<file path="src/rtl/servant_uart.sv">
// Wishbone-attached transmit-only UART: byte FIFO feeding an 8N1 serializer
// with a runtime-programmable baud divisor.
module servant_uart #(
  parameter int unsigned DEPTH     = 4,
  parameter int unsigned DIV_RESET = 139
) (
  input  logic        wb_clk,
  input  logic        wb_rst,
  input  logic        i_wb_adr,
  input  logic [31:0] i_wb_dat,
  input  logic        i_wb_we,
  input  logic        i_wb_stb,
  output logic [31:0] o_wb_rdt,
  output logic        o_wb_ack,
  output logic        o_uart_tx
);

  localparam int unsigned AW = (DEPTH > 1) ? $clog2(DEPTH) : 1;
  localparam int unsigned CW = AW + 1;

  typedef enum logic [1:0] {IDLE, START, DATA, STOP} state_t;

  state_t        state;
  logic [7:0]    mem [DEPTH];
  logic [AW-1:0] wr_ptr;
  logic [AW-1:0] rd_ptr;
  logic [CW-1:0] count;
  logic          ovf;
  logic [15:0]   div;
  logic [15:0]   baud_cnt;
  logic [7:0]    shift;
  logic [2:0]    bit_cnt;

  logic          access_c;
  logic          wr_data_c;
  logic          wr_div_c;
  logic          rd_stat_c;
  logic          full_c;
  logic          empty_c;
  logic          bit_end_c;
  logic          pop_c;
  logic          push_c;
  logic [15:0]   div_m1_c;
  logic [31:0]   rdt_c;
  logic          unused_dat;

  assign unused_dat = ^i_wb_dat[31:16];

  // Access decode, FIFO handshake and read-data mux
  always_comb begin
    access_c  = i_wb_stb & ~o_wb_ack;
    wr_data_c = access_c & i_wb_we & ~i_wb_adr;
    wr_div_c  = access_c & i_wb_we & i_wb_adr;
    rd_stat_c = access_c & ~i_wb_we & ~i_wb_adr;
    full_c    = (count == CW'(DEPTH));
    empty_c   = (count == '0);
    bit_end_c = (baud_cnt == '0);
    pop_c     = ~empty_c & ((state == IDLE) | ((state == STOP) & bit_end_c));
    push_c    = wr_data_c & (~full_c | pop_c);
    div_m1_c  = (div == '0) ? 16'd0 : div - 16'd1;
    rdt_c     = '0;
    if (i_wb_adr) begin
      rdt_c = {16'd0, div};
    end else begin
      rdt_c[0]    = full_c;
      rdt_c[1]    = empty_c;
      rdt_c[2]    = (state != IDLE);
      rdt_c[3]    = ovf;
      rdt_c[12:8] = 5'(count);
    end
  end

  // FIFO storage is not reset; only the pointers and count define its contents
  always_ff @(posedge wb_clk) begin
    if (push_c) mem[wr_ptr] <= i_wb_dat[7:0];
  end

  always_ff @(posedge wb_clk) begin
    if (wb_rst) begin
      o_wb_ack  <= 1'b0;
      o_wb_rdt  <= '0;
      o_uart_tx <= 1'b1;
      state     <= IDLE;
      wr_ptr    <= '0;
      rd_ptr    <= '0;
      count     <= '0;
      ovf       <= 1'b0;
      div       <= 16'(DIV_RESET);
      baud_cnt  <= '0;
      shift     <= '0;
      bit_cnt   <= '0;
    end else begin
      o_wb_ack <= access_c;
      o_wb_rdt <= (access_c & ~i_wb_we) ? rdt_c : 32'd0;
      if (wr_div_c) div <= i_wb_dat[15:0];
      if (wr_data_c & ~push_c) ovf <= 1'b1;
      else if (rd_stat_c)      ovf <= 1'b0;
      if (push_c) wr_ptr <= wr_ptr + AW'(1);
      if (pop_c)  rd_ptr <= rd_ptr + AW'(1);
      if (push_c & ~pop_c)      count <= count + CW'(1);
      else if (pop_c & ~push_c) count <= count - CW'(1);

      // Divisor is sampled only at bit boundaries, so a new value never splits a bit
      case (state)
        IDLE: begin
          if (pop_c) begin
            shift     <= mem[rd_ptr];
            bit_cnt   <= '0;
            baud_cnt  <= div_m1_c;
            o_uart_tx <= 1'b0;
            state     <= START;
          end
        end
        START: begin
          if (bit_end_c) begin
            o_uart_tx <= shift[0];
            shift     <= shift >> 1;
            baud_cnt  <= div_m1_c;
            state     <= DATA;
          end else begin
            baud_cnt <= baud_cnt - 16'd1;
          end
        end
        DATA: begin
          if (bit_end_c) begin
            baud_cnt <= div_m1_c;
            if (bit_cnt == 3'd7) begin
              o_uart_tx <= 1'b1;
              state     <= STOP;
            end else begin
              o_uart_tx <= shift[0];
              shift     <= shift >> 1;
              bit_cnt   <= bit_cnt + 3'd1;
            end
          end else begin
            baud_cnt <= baud_cnt - 16'd1;
          end
        end
        STOP: begin
          if (bit_end_c) begin
            if (pop_c) begin
              shift     <= mem[rd_ptr];
              bit_cnt   <= '0;
              baud_cnt  <= div_m1_c;
              o_uart_tx <= 1'b0;
              state     <= START;
            end else begin
              state <= IDLE;
            end
          end else begin
            baud_cnt <= baud_cnt - 16'd1;
          end
        end
        default: state <= IDLE;
      endcase
    end
  end

endmodule

</file>
<file path="config.mk">
export PLATFORM = sky130hd
export DESIGN_NAME = servant_uart
export DESIGN_NICKNAME = d
export VERILOG_FILES = /design/src/rtl/servant_uart.sv
export SDC_FILE = /design/constraint.sdc
export NUM_CORES = 1
export LEC_CHECK = 0
export BUFFER_PORTS_ARGS = -buffer_cell sky130_fd_sc_hd__buf_4
export CORE_MARGIN = 2
export CORE_UTILIZATION = 30
export DETAILED_ROUTE_END_ITERATION = 12
export PLACE_DENSITY_LB_ADDON = 0.15
export SLEW_MARGIN = 0
export SYNTH_ARGS = -nofsm -noshare
export SYNTH_HDL_FRONTEND = slang
export SYNTH_SLANG_ARGS = --single-unit
</file>
<file path="constraint.sdc">
create_clock -name wb_clk -period 7.6 [get_ports wb_clk]
set_input_delay 0.38 -clock wb_clk [delete_from_list [all_inputs] [get_ports wb_clk]]
set_output_delay 0.38 -clock wb_clk [all_outputs]
set_load 0.05 [all_outputs]
</file>
After elaboration in Yosys (flattened, before gate mapping):

Memory sizes are Yosys's and may differ from the RTL's. A register that Yosys moved wholly into a read port is not among the register bits.
Cells that the tools add are included.

* add/subtract/negate cells: 7
* eq/ne operators: 11
* mux-type cells: 39
* bitwise gates (word level): 22
* reductions and logical operators: 15

Operators with widths (count)
* 2-to-1 mux 16 bit: 4
* case mux 16 bit (3 select lines): 1
* 2-to-1 mux 8 bit: 5
* logical NOT 16 bit: 2
* case mux 8 bit (4 select lines): 1
* subtractor 16 x 1 -> 16 bit (second input constant): 2
* 2-to-1 mux 3 bit: 7
* 2-to-1 mux 2 bit: 7
* bitwise AND 1 bit: 12
* inequality test 2 bit (second input constant): 6
* 2-to-1 mux 1 bit: 10
* case mux 3 bit (3 select lines): 1
* inverter 1 bit: 8
* case mux 2 bit (4 select lines): 1
* AND reduction 4 bit: 2
* adder 3 x 1 -> 3 bit (second input constant): 2
* equality test 3 bit (second input constant): 2
* nonzero test 2 bit: 3
* AND reduction 5 bit: 1
* adder 2 x 1 -> 2 bit (second input constant): 2
* equality test 2 bit (second input constant): 2
* 2-to-1 mux 4 bit: 1
* case mux 1 bit (4 select lines): 1
* OR reduction 2 bit: 2
* 8 further kinds: 9

* flip-flop bits (word level): 87
* RAM bits: 32
* input port bits: 37
* output and inout bits: 34
* logic and storage cells: 108
* memories kept: 1

Memory list
* mem: depth 4, bits a word 8, read ports 1, clocked after memory_dff 1, wr ports 1, line 24 `logic [7:0] mem [DEPTH];`

Logic depth before layout (Yosys ltp):

Gate-level depths: netlist of the first run.

* depth in word-level cells: 10
* depth in mapped cells: 13
* mapped depth without buffers: 12

Worst setup path before layout of the first run:

No wires, ideal clock.

* path kind: reg2reg
* start point: register baud_cnt[0]
* end point: register count[2]
* setup time: 71 ps
* arrival: 2806 ps
* data required time: 7529 ps
* setup slack: 4723 ps
* cell stages (with the launch flop): 14
* path buffers: 1
* period minus slack after synthesis: 2877 ps
* path through: dfxtp_1 > inv_1 > ha_1 > nor4bb_1 > and4_1 > o21a_4 > inv_4 > clkbuf_1 > ha_1 > inv_1 > fa_1 > xor2_1 > or3_1 > a21oi_1

* word-level cells in the longest chain between the ends: 9
* elaborated cells between the ends (all ways): 12
* those cells by class: 1 x mux; 9 x bitwise; 2 x reduce/logical

RTL lines
* start, declared: line 30 `logic [15:0] baud_cnt;`
* start signal, assigned: line 109 `baud_cnt <= div_m1_c;`
* start signal, assigned: line 118 `baud_cnt <= div_m1_c;`
* start signal, assigned: line 121 `baud_cnt <= baud_cnt - 16'd1;`
* logical NOT 16 bit *: line 57 `bit_end_c = (baud_cnt == '0);`
* bitwise AND 1 bit *: line 58 `pop_c = ~empty_c & ((state == IDLE) | ((state == STOP) & bit_end_c));`
* OR 1 bit *: line 58
* bitwise AND 1 bit *: line 58
* OR 1 bit: line 59 `push_c = wr_data_c & (~full_c | pop_c);`
* bitwise AND 1 bit: line 59
* inverter 1 bit: line 101 `else if (pop_c & ~push_c) count <= count - CW'(1);`
* bitwise AND 1 bit: line 101
* nonzero test 2 bit (no line)
* end signal, assigned: line 100 `if (push_c & ~pop_c) count <= count + CW'(1);`
* end signal, assigned: line 101
* end, declared: line 27 `logic [CW-1:0] count;`

Every way passes the cells marked *; elsewhere a longest branch is shown, timed or not.
A chain may end at the register's enable or synchronous reset.

Worst setup path after layout of the first run:

* start point: register state[0]
* end point: register count[2]

* word-level cells in the longest chain between the ends: 9
* elaborated cells between the ends (all ways): 13
* those cells by class: 1 x eq/ne; 1 x mux; 9 x bitwise; 2 x reduce/logical

RTL lines
* start, declared: line 23 `state_t state;`
* start signal, assigned: line 83 `state <= IDLE;`
* start signal, assigned: line 111 `state <= START;`
* start signal, assigned: line 119 `state <= DATA;`
* equality test 2 bit: line 58
* bitwise AND 1 bit: line 58
* OR 1 bit *: line 58
* bitwise AND 1 bit *: line 58
* OR 1 bit *: line 59
* bitwise AND 1 bit *: line 59
* named net push_c: line 42 `logic push_c;`
* inverter 1 bit: line 101
* bitwise AND 1 bit: line 101
* nonzero test 2 bit (no line)

Mark *: on every way through the listed nets, which the timed path passes. The rest lies on a longest branch.

==> results of run 1 <==
[kinds of logic (layout without fill, tap and decap cells)]
logic type,Yosys count,in the layout
and+or+nand+nor,223,223
buffers and inverters,71,76
muxes,21,21
AOI/OAI and AO/OA,124,124
adders and majority gates,15,15
xor gates and xnor gates,22,22
other,1,16
DFF,105,105
[placed cells by master (no fill, tap or decap), types with 16 or more instances in the layout]
cell type | synthesis | layout
inv_1 | 19 | 19
nor2_1 | 59 | 59
a21oi_1 | 44 | 44
conb_1 | 1 | 16
edfxtp_1 | 32 | 32
dfxtp_1 | 73 | 73
o21ai_0 | 19 | 19
nor3_1 | 16 | 16
nand2_1 | 68 | 68
buf_4 | 16 | 40
[per-stage QoR]
step                cells  area (um2)
finish                831        6140
global route          831        6140
CTS                   831        6140
detailed placement    815        5820
global placement      815        5820
floorplan             597        5500
[worst max-delay path: stages (launching register included)]
cell      delay, ns
dfxtp_1        0.41
ha_1           0.66
nor4bb_1       0.26
and4_1         0.28
nor2_1         0.12
a31oi_2        0.41
ha_1           0.26
inv_1          0.06
fa_1           0.37
xor2_1         0.17
or3_1          0.30
a21oi_1        0.14
[worst paths after layout]
| path | start | to |
|---|---|---|
| setup / recovery | state[0] | count[2] |
| hold / removal | i_wb_dat[4] | mem[1][4] |
| setup reg to reg | state[0] | count[2] |
| hold reg to reg | shift[3] | shift[2] |
[sequential cells by signal, summed over array words and instances, names as in the netlist, 3 cells and up, named ones only]
signal    count
o_wb_rdt     16
baud_cnt     16
shift         8
count         3
mem          32
div          16
bit_cnt       3
[final cells by class]
type	instances	area [um2]
sequential	105	2420
fill	1863	11800
tap	229	287
multi-input combinational	421	2730
timing repair buffer	40	300
clock buffer	9	225
inverter	20	77.6
clock inverter	7	92.6
[power groups by stage]
| stage | Clock, mW | Sequential (mW) | Combinational (mW) |
|---|---|---|---|
| 2_1_floorplan | 0 | 0.721 | 0.881 |
| 3_3_place_gp | 0 | 0.746 | 1.08 |
| 3_5_place_dp | 0 | 0.749 | 1.10 |
| 4_1_cts | 0.509 | 0.737 | 1.10 |
| 5_1_grt | 0.530 | 0.749 | 1.23 |
| 6_report | 0.501 | 0.736 | 1.11 |
[layer usage]
layer  share of wire  vias up
met4           0.033        0
met5               0        -
met3           0.034       21
met1            0.45     2078
met2            0.48      102
li1                -     2107
==> summary by stage, run 1 <==
Outcome
The run finished with clean final reports.

Routing
The total number of vias is 4308. The total iterations of the first detailed-routing run is 5. The first-iteration detailed-routing DRC count is 327.

In the final routed layout, each cell accounts on average for ~17 um. The wire length reported by the detailed router is 14500 um. The post-detailed-route DRC marker count is 0. The number of nets with antenna violations after routing is 0. The detailed-route vias per instance is 5.18.

Floorplanning
The initial utilization of the core area, before any placement, comes to 0.304. The die covers 19200 um2. The die height is 139 um.

between 70 and 80 I/O pins were placed. The core region is around 18000 um2. The width of the die is 139 um.

The number of rows created at floorplan is 49.

Cells and area
In the final design database the tool counted 649 nets. At the end of the flow the core is filled with cells to 0.343. Compared with the post-synthesis result, the final layout area differs by 12.8%. Of the cells placed in the final design, the portion with a size suffix greater than 1 is 0.135. 0 antenna diodes ended up in the layout.

Pwr
The internal power is 1.31 mW. The power density over cell area is 382 nW/um2. Across the VDD grid, the largest voltage drop is roughly 0.16 mV. The net switching power is around 1.0 mW. The overall power after layout is 2.35 mW.

Of the total power, combinational logic draws 0.473. Of the total power, the share spent switching nets is 0.440. The share of total power dissipated in the clock network is 0.214. The static leakage is ~2.3 nW. The sequential power share is 0.314.

GRT
The number of global-route vias before repair is 4202. In the global route stage, met3 resource usage came out at 0.0197. The met2 capacity usage during global routing is 0.258.

The initial antenna violation count is 0. Across every metal layer, demand over resource in global routing totals 0.152. The largest net degree at the start of global routing is 44. Global routing finished with a remaining overflow of 0. met2 is the most crowded layer. The first global-routing pass estimated 23000 um of wire.

The global routing usage on met1 is 0.193.

STA
The slew at the pin closest to its max-slew limit is 0.821 ns. Setup violations remaining at the end of the flow were counted as 0. The total count of hold-check failures in the final report is 0. The clock arrives with between 0.007 and 0.008 ns of skew.

The worst path meets setup with 4.08 ns of slack. Measured against its own limit, the worst slew margin works out to 0.449. The post-route setup TNS is 0 ns.

Derived from the worst setup path, the maximum achievable clock frequency is ~280 MHz. For the finished layout, the period the worst path requires is 3.52 ns. Setup repair after global routing left no endpoint under its margin.

The count of pins over their slew limit is 0. Hold timing on the final database bottoms out at a slack of between 0.2 and 0.25 ns. In the finished design, the share of the clock period the worst path needs comes to 0.463.

Synth
The count of synthesis-stage warnings from yosys is 0. The total of flip-flops plus latches after synthesis is roughly 110. The compound-gate portion of the synthesized area is 0.155. After synthesis, the share of flip-flops with an asynchronous set or reset is 0.

By instance count, the leading cell after synthesis is dfxtp_1. The area of the mapped netlist is 5440 um2. The fraction of the mapped netlist area in adder cells is 0.0359.

The biggest area contributor in the post-synthesis netlist is dfxtp_1. The number of distinct library cell variants in the gate-level netlist after synthesis is 69. Of the synthesized area, sequential elements account for 0.445. The dominant combinational cell family by area after synthesis is simple AND/OR/NAND/NOR gates. The commonest cells after synthesis are 73 x dfxtp_1, 68 x nand2_1, 59 x nor2_1, 44 x a21oi_1, 32 x edfxtp_1. In this run, synthesis inferred 32 flip-flops with an integrated enable. The xor and xnor fraction of the mapped netlist area is 0.0354. Of the post-synthesis cell area, the dominant cell type holds 0.269.

The most common flop cell mapped by yosys is dfxtp_1. Synthesis handed over a netlist of 582 instances. After synthesis, the share of cell area in mux cells is 0.0573. Yosys attributes the largest share of cell area to dfxtp_1 27%, edfxtp_1 18%, nand2_1 4.7%, nor2_1 4.1%, a21oi_1 4.0%. A synthesized cell averages between 9 and 10 um2. The post-synthesis share of cell area spent on and, or, nand and nor gates is 0.207.

Setup path
The element type at the critical path start is a flip-flop. Of all nets on the critical path, the largest fanout is 17. The data arrival time of the critical path is about 3.8 ns. The worst register-to-register path has a depth of 11. The register-to-register setup slack is 4.08 ns. The worst setup path is captured at a flip-flop. The type of the worst setup path is reg2reg.

At the worst endpoint, the required time is 7.89 ns.

Clocking
In this run the number of H-tree levels came out at 3. TritonCTS built the clock tree. The clock latency of the later-clocked register in the worst-skew pair is 0.36 ns. Post-CTS repair changed the size of 0 cells. The tree built by TritonCTS fans out to 105 sinks. The number of clock buffers inserted by TritonCTS is 9. The maximum buffer depth of the clock tree is 2. In this run the post-CTS setup repair buffer count came out at 0. After clock tree synthesis, the clock-pin slew on the worst setup and hold paths is about 0.080 ns. The count of hold buffers inserted by post-cts repair is 0. The library cell used as clock root buffer is clkbuf_16.

Flow run
The number of max-cap violations is 0.

Hold path
Along the worst hold path, the cell count comes to 1. The worst hold path class is in2reg.

Place
At the end of routability-driven placement, the weighted congestion stood at 0.826. Timing analysis after detailed placement gives a worst setup slack of 4.09 ns. The count of input and output buffers is 38. The detailed placement HPWL is 10100 um.
Note: power is estimated with default switching activity, not from simulation.
==> inputs of run 2 (changes only) <==
Clock period 7.6 ns to 3.2 ns, I/O delays scaled along.
==> run 2 against run 1 <==
  * Die area unchanged
  * Global-route usage increased by 0.93 points
  * Clock power increased by 110%
  * Total power increased by 140%
  * Clock-buffer cell count increased by 1
  * Clock skew increased by 0.0027 ns
  * Utilization increased by 0.68 points
  * Cell area increased by 2.0%
  * Final cell count increased by 2.4%
  * Sequential share of layout area decreased by 0.77 points
  * Hold slack got worse by 0.22 ns
  * First-iteration DRC count increased by 23%
  * Critical endpoint unchanged
  * Largest power group unchanged
==> summary by stage, run 2 (synthesized netlist as in run 1, its figures left out) <==
STA
The relative max-transition margin is 0.409. Setup repair after global routing left no endpoint under its margin. The count of pins over their slew limit is 0.

The slew at the pin closest to its max-slew limit is approximately 0.9 ns. The ratio of final minimum period to clock period is 0.890. The total count of hold-check failures in the final report was 0. The slack of the critical path is 0.351 ns.

The highest attainable clock frequency is 351 MHz. Summed over all failing endpoints, the final setup total negative slack is 0 ns. The worst path in the final design needs a cycle of 2.85 ns, including I/O delays and setup. Setup violations remaining at the end of the flow were counted as 0. Hold timing on the final database bottoms out at a slack of about 0.011 ns. For the final database, setup skew stands at 0.00993 ns.

Clocking
The TritonCTS clock tree is built. In this run the clock root is driven by a clkbuf_16. The clock reaches the later pin of the worst-skew pair after between 0.3 and 0.4 ns. In this run the number of H-tree levels came out at 3. No sink is reached through more buffers than the 2 on the longest clock path. The number of sinks handled by clock tree synthesis is 105. The clock-pin transition on the worst setup and hold timing paths is approximately 0.07 ns. Buffers inserted during clock tree synthesis total 9.

The number of buffers inserted by post-CTS setup repair is 0.

Routing
After detailed routing, the average wire length per cell comes to 17.8 um. In the routed design, unresolved DRC markers number 0. The wire length reported by the detailed router is 15100 um.

The detailed-route vias per instance is 5.16. The number of nets with antenna violations after routing is 0. The pre-antenna-repair detailed-routing pass consisted of 6 iterations.

The first-iteration detailed-routing DRC count is between 400 and 500. The total number of vias is 4391.

Setup path
The category of the worst setup path capture point is a flip-flop. The register-to-register setup slack is 0.35 ns. Data on the critical path is required at its endpoint by approximately 3.5 ns. Data on the critical path arrives at its endpoint at between 3 and 4 ns.

The element type at the critical path start is a flip-flop. The type of the worst setup path is reg2reg. Of all nets on the critical path, the largest fanout is 6.

Cells and area
The layout-stage area growth over the synthesis result is 15.0%. In the final layout, the share of cells above drive strength 1 is 0.158. Leaving out fill and tap cells, the most frequent cell in the layout is dfxtp_1. Measured on the finished design, the core utilization comes to 0.350. The flip-flop count of the largest register after layout is 32.

The layout net count is between 600 and 700. In the layout the commonest cells are 73 x dfxtp_1, 68 x nand2_1, 59 x nor2_1, 58 x buf_4, 44 x a21oi_1. The finished cells cover 6260 um2. The diode insertion count for antenna repair is 0. The register with the most flip-flops in the final layout is mem.

GRT
The initial antenna violation count is 0. Entering global routing, the biggest net connects 44 pins. The number of global-route vias before repair is 4300.

The first-pass GRT wire length is 24300 um. The residual overflow from global routing is 0. For this run, the total global-route usage over all layers was measured as 0.161.

Floorplanning
In this run the standard cell core region covers 17900 um2. In this run the horizontal extent of the chip is 139 um. The die footprint is ~19000 um2. Row generation in the floorplan step produced 49 rows. The number of I/O pins is 71.

In this run the vertical extent of the chip is 139 um. The initial core utilization is 0.304.

Pwr
IR analysis of the VDD net gives a maximum drop of 0.373 mV. In this run the power density over the cells is a little over 900 nW/um2. The static leakage is between 2 and 2.5 nW.

Flow run
The number of max-cap violations is 0.

Place
The placed standard-cell area is about 6000 um2. Input and output buffers added on the ports amount to 38. The congestion estimate from routability-driven global placement came to 0.860.

At the placement stage, the worst setup path has a slack of roughly 0.37 ns. The wire-length estimate of the detail-placed layout is 10600 um.

Outcome
The flow ran to the end, and the final reports show no timing, DRC or antenna violations.

Hold path
The worst hold path class is in2reg.
run 2: cell types whose count changed in the layout (fill, tap and decap cells not counted):
cell           change
clkinv_8           -1
clkinv_4           -1
nor4_1             -1
clkinvlp_4         +1
clkinv_1           +1
bufinv_16          -1
dlygate4sd3_1      +2
buf_4             +18
clkbuf_1           +1
nor4_2             +1
run 2: path summary, 6_finish.rpt:
kind / from / end / cells after the start
worst max register to register: baud_cnt[0] / count[2] / 12
worst min register to register: shift[7] / shift[7] / 2
worst max-delay path: baud_cnt[0] / count[2] / 12
worst min-delay path: i_wb_dat[6] / mem[3][6] / 1
run 2: critical path, cell delays in order, from the launching register on:
cell      delay, ns
dfxtp_1        0.37
inv_1          0.10
ha_1           0.16
nor4bb_1       0.28
and4_1         0.30
nor2_1         0.09
a31oi_2        0.22
ha_1           0.21
inv_1          0.06
fa_1           0.38
xor2_1         0.17
or3_1          0.30
a21oi_1        0.14
run 2: power breakdown:
part / internal [mW] / switching [mW] / leakage [nW]
clock network: 0.539 / 0.536 / 0.133
registers: 1.53 / 0.213 / 0.884
logic: 1.11 / 1.76 / 1.36
total: 3.18 / 2.50 / 2.38
run 2: routing by layer:
metal  vias up  GRT usage  wire, um
met5         -          0         0
li1       2138          -         -
met4         0     0.0696       352
met3        24     0.0221       589
met2       121      0.266      7370
met1      2108      0.213      6830
run 2: area by class of cell:
cell class | instances | area (um2)
fillers | 1862 | 11600
inverters | 20 | 77.6
repair buffers | 60 | 455
clock inverters | 6 | 48.8
well taps | 229 | 287
multi-input cells | 421 | 2740
flip-flops and latches | 105 | 2420
clock buffers | 10 | 229
run 2: what timing repair did:
action                                 in CTS  in global routing
hold buffers                                2                  0
endpoints found under the hold margin       7                  0
setup endpoints to repair                   0                  1
resized for setup                           0                  1
run 2: metrics by stage:
stage	instances	total power, mW
2_1_floorplan	597	3.81
3_3_place_gp	833	4.53
3_5_place_dp	833	4.59
4_1_cts	851	5.68
5_1_grt	851	6.09
6_report	851	5.68
==> inputs of run 3 (changes only) <==
Settings changed: CORE_UTILIZATION 30 to 45.
Clock period 3.2 ns to 3.3 ns, I/O delays scaled along.
==> run 3 against run 2 <==
  * Wire length decreased by 12%
  * Die area decreased by 32%
  * Non-clock buffer count decreased by 11
  * Cell area decreased by 2.6%
  * Largest cell class unchanged
  * Total power decreased by 4.8%
  * Largest power group unchanged
==> summary by stage, run 3 (synthesized netlist as in run 1, its figures left out) <==
Outcome
The flow ran to the end, and the final reports show no timing, DRC or antenna violations.

Clocking
The longest clock path from root to sink contains 2 buffers. The clock-pin transition on the worst setup and hold timing paths is 0.08 ns. The post-cts resize count is 0. The maximum level of the CTS H-tree is 3. The number of sinks handled by clock tree synthesis is 105. The count of hold buffers inserted by post-cts repair is 0. The cell sitting at the root of the clock tree is a clkbuf_16. The clock reaches the later pin of the worst-skew pair after 0.36 ns.

TritonCTS built the clock tree. In this run, CTS created clock tree buffers numbering 9. The number of buffers inserted by post-CTS setup repair is 0.

Setup path
The worst setup path is of the reg2reg kind. For the worst setup path, the data required time is 3.59 ns. Of all nets on the critical path, the largest fanout is 18. For flop-to-flop paths, the worst setup slack is about 0.28 ns. The data arrival time of the critical path is 3.31 ns. The worst setup path is captured at a flip-flop. STA classifies the critical path startpoint as a flip-flop. The worst register-to-register path ends at count[2]. The number of cells on the worst reg-to-reg path is 12. The worst register-to-register path begins at baud_cnt[0].

Pwr
The internal portion of the total power is 3.04 mW. After layout, the design draws a total of 5.41 mW. The power density over cell area is between 800 and 900 nW/um2. The net switching power is approximately 2.4 mW. The share of total power dissipated in combinational logic is 0.485. The share of total power in the clock network is 0.204. The sequential power share is 0.311. VDD sags by at most 0.423 mV.

The switching share of power is 0.439. The static leakage is 2.34 nW.

Place
Once placement finished, the instance area stood at 5780 um2. The detailed placement HPWL is 9490 um. In this run the tool buffered the top-level ports with 38 buffer cells. The last weighted congestion value of the routability-driven placer is 0.894.

STA
For the pin with the worst max-slew slack, the measured transition is 0.797 ns. Final hold analysis gives a worst-case slack of 0.0166 ns. Setup total negative slack on the finished layout was measured at 0 ns. The total count of hold-check failures in the final report is 0. Based on the critical path, the design can be clocked at up to 332 MHz.

For the final database, setup skew stands at 0.00855 ns. Setup repair after global routing left no endpoint under its margin. Of the available clock period, the critical path in the final layout requires 0.914. The count of pins over their slew limit is 0. Setup violations remaining at the end of the flow were counted as 0. The relative max-transition margin is 0.469. After layout, the minimum clock period comes to about 3.0 ns.

Cells and area
The most common library cell in the layout ignoring fill and taps is dfxtp_1. The register with the most flip-flops in the layout has 32 of them. Of the cells placed in the final design, the portion with a size suffix greater than 1 is 0.147. The net count of the finished layout is between 600 and 700.

Summing all multi-input logic gate instances after layout gives 2730 um2. Summing all flip-flop and latch instances after layout gives 2420 um2. The number of antenna diodes in the final layout is 0.

The register with the most flip-flops is mem. The layout-stage area growth over the synthesis result is 12.0%. In the layout the commonest cells are 73 x dfxtp_1, 68 x nand2_1, 59 x nor2_1, 49 x buf_4, 44 x a21oi_1. The filler cells instantiated in the layout total approximately 1100.

The cell area after layout is 6090 um2.

GRT
The initial antenna violation count is 0. The first global-routing pass estimated 22100 um of wire. For this run the aggregate overflow at the end of global routing stands at 0. Across every metal layer, demand over resource in global routing totals 0.220. Entering global routing, the biggest net connects 44 pins.

The number of global-route vias before repair is 4180.

Floorplanning
The die covers about 13000 um2. After floorplanning, the core was divided into 40 placement rows. The number of I/O pins is slightly above 70. The initial utilization of the core area, before any placement, comes to 0.457. The die height is 114 um. The standard cell core area is around 12000 um2. The width of the die is 114 um.

Routing
The average wire length per cell after detail routing is 17.6 um. The total iterations of the first detailed-routing run is 5. The first routing iteration left 325 violations.

For this block, the routed nets add up to around 13000 um of wire. The number of nets with antenna violations after routing is 0. The post-detailed-route DRC marker count is 0. Detailed routing inserted a total of 4381 vias. Using the TritonRoute via totals, the vias-per-cell ratio works out to 5.78.

Flow run
Max-cap violations in this run came to 0.

Hold path
The path with the worst hold slack has its endpoint at mem[2][5]. The startpoint identified for the worst hold timing path is i_wb_dat[5]. The hold path depth is 1.

The worst hold path class is in2reg.
-- run 3: final cells by class --
type | count | share of cell area
Multi-Input combinational cell | 421 | 0.448
Sequential cell | 105 | 0.398
Timing Repair Buffer | 49 | 0.0604
Clock buffer | 9 | 0.0370
Tap cell | 147 | 0.0302
Clock inverter | 7 | 0.0138
Inverter | 20 | 0.0127
-- run 3: worst max-delay path: stages, from the launching register on --
cell	delay [ns]
dfxtp_1	0.41
inv_1	0.08
ha_1	0.29
nor4bb_1	0.17
and4_1	0.20
o21a_4	0.29
inv_4	0.23
ha_1	0.23
inv_1	0.06
fa_1	0.38
xor2_1	0.17
or3_1	0.30
a21oi_1	0.14
-- run 3: worst max-delay path by stage --
stage	endpoint	startpoint	cells past startpoint
after floorplan	count[2]	baud_cnt[0]	13
after global placement	count[2]	baud_cnt[0]	12
after detailed placement	count[2]	baud_cnt[0]	12
after CTS	count[2]	baud_cnt[0]	12
after global routing	count[2]	baud_cnt[0]	12
final	count[2]	baud_cnt[0]	12
-- run 3: power groups by stage --
stage | Sequential (mW) | Combinational (mW) | Clock [mW]
6_report | 1.68 | 2.63 | 1.10
5_1_grt | 1.71 | 2.90 | 1.18
4_1_cts | 1.68 | 2.60 | 1.13
3_5_place_dp | 1.71 | 2.58 | 0
3_3_place_gp | 1.71 | 2.54 | 0
2_1_floorplan | 1.66 | 2.03 | 0
-- run 3: per-stage QoR --
step	setup slack, ns	std cells	util
floorplan	0.423	597	-
global placement	0.386	742	0.486
detailed placement	0.350	742	0.486
CTS	0.315	758	0.512
global route	0.0600	758	0.512
finish	0.284	758	0.512
-- run 3: metal layers --
| layer | vias to the layer above | GRT usage | share of wire |
|---|---|---|---|
| li1 | 2121 | - | - |
| met1 | 2118 | 0.289 | 0.44 |
| met2 | 128 | 0.359 | 0.49 |
| met3 | 14 | 0.0510 | 0.054 |
| met4 | 0 | 0.0740 | 0.020 |
| met5 | - | 0 | 0 |
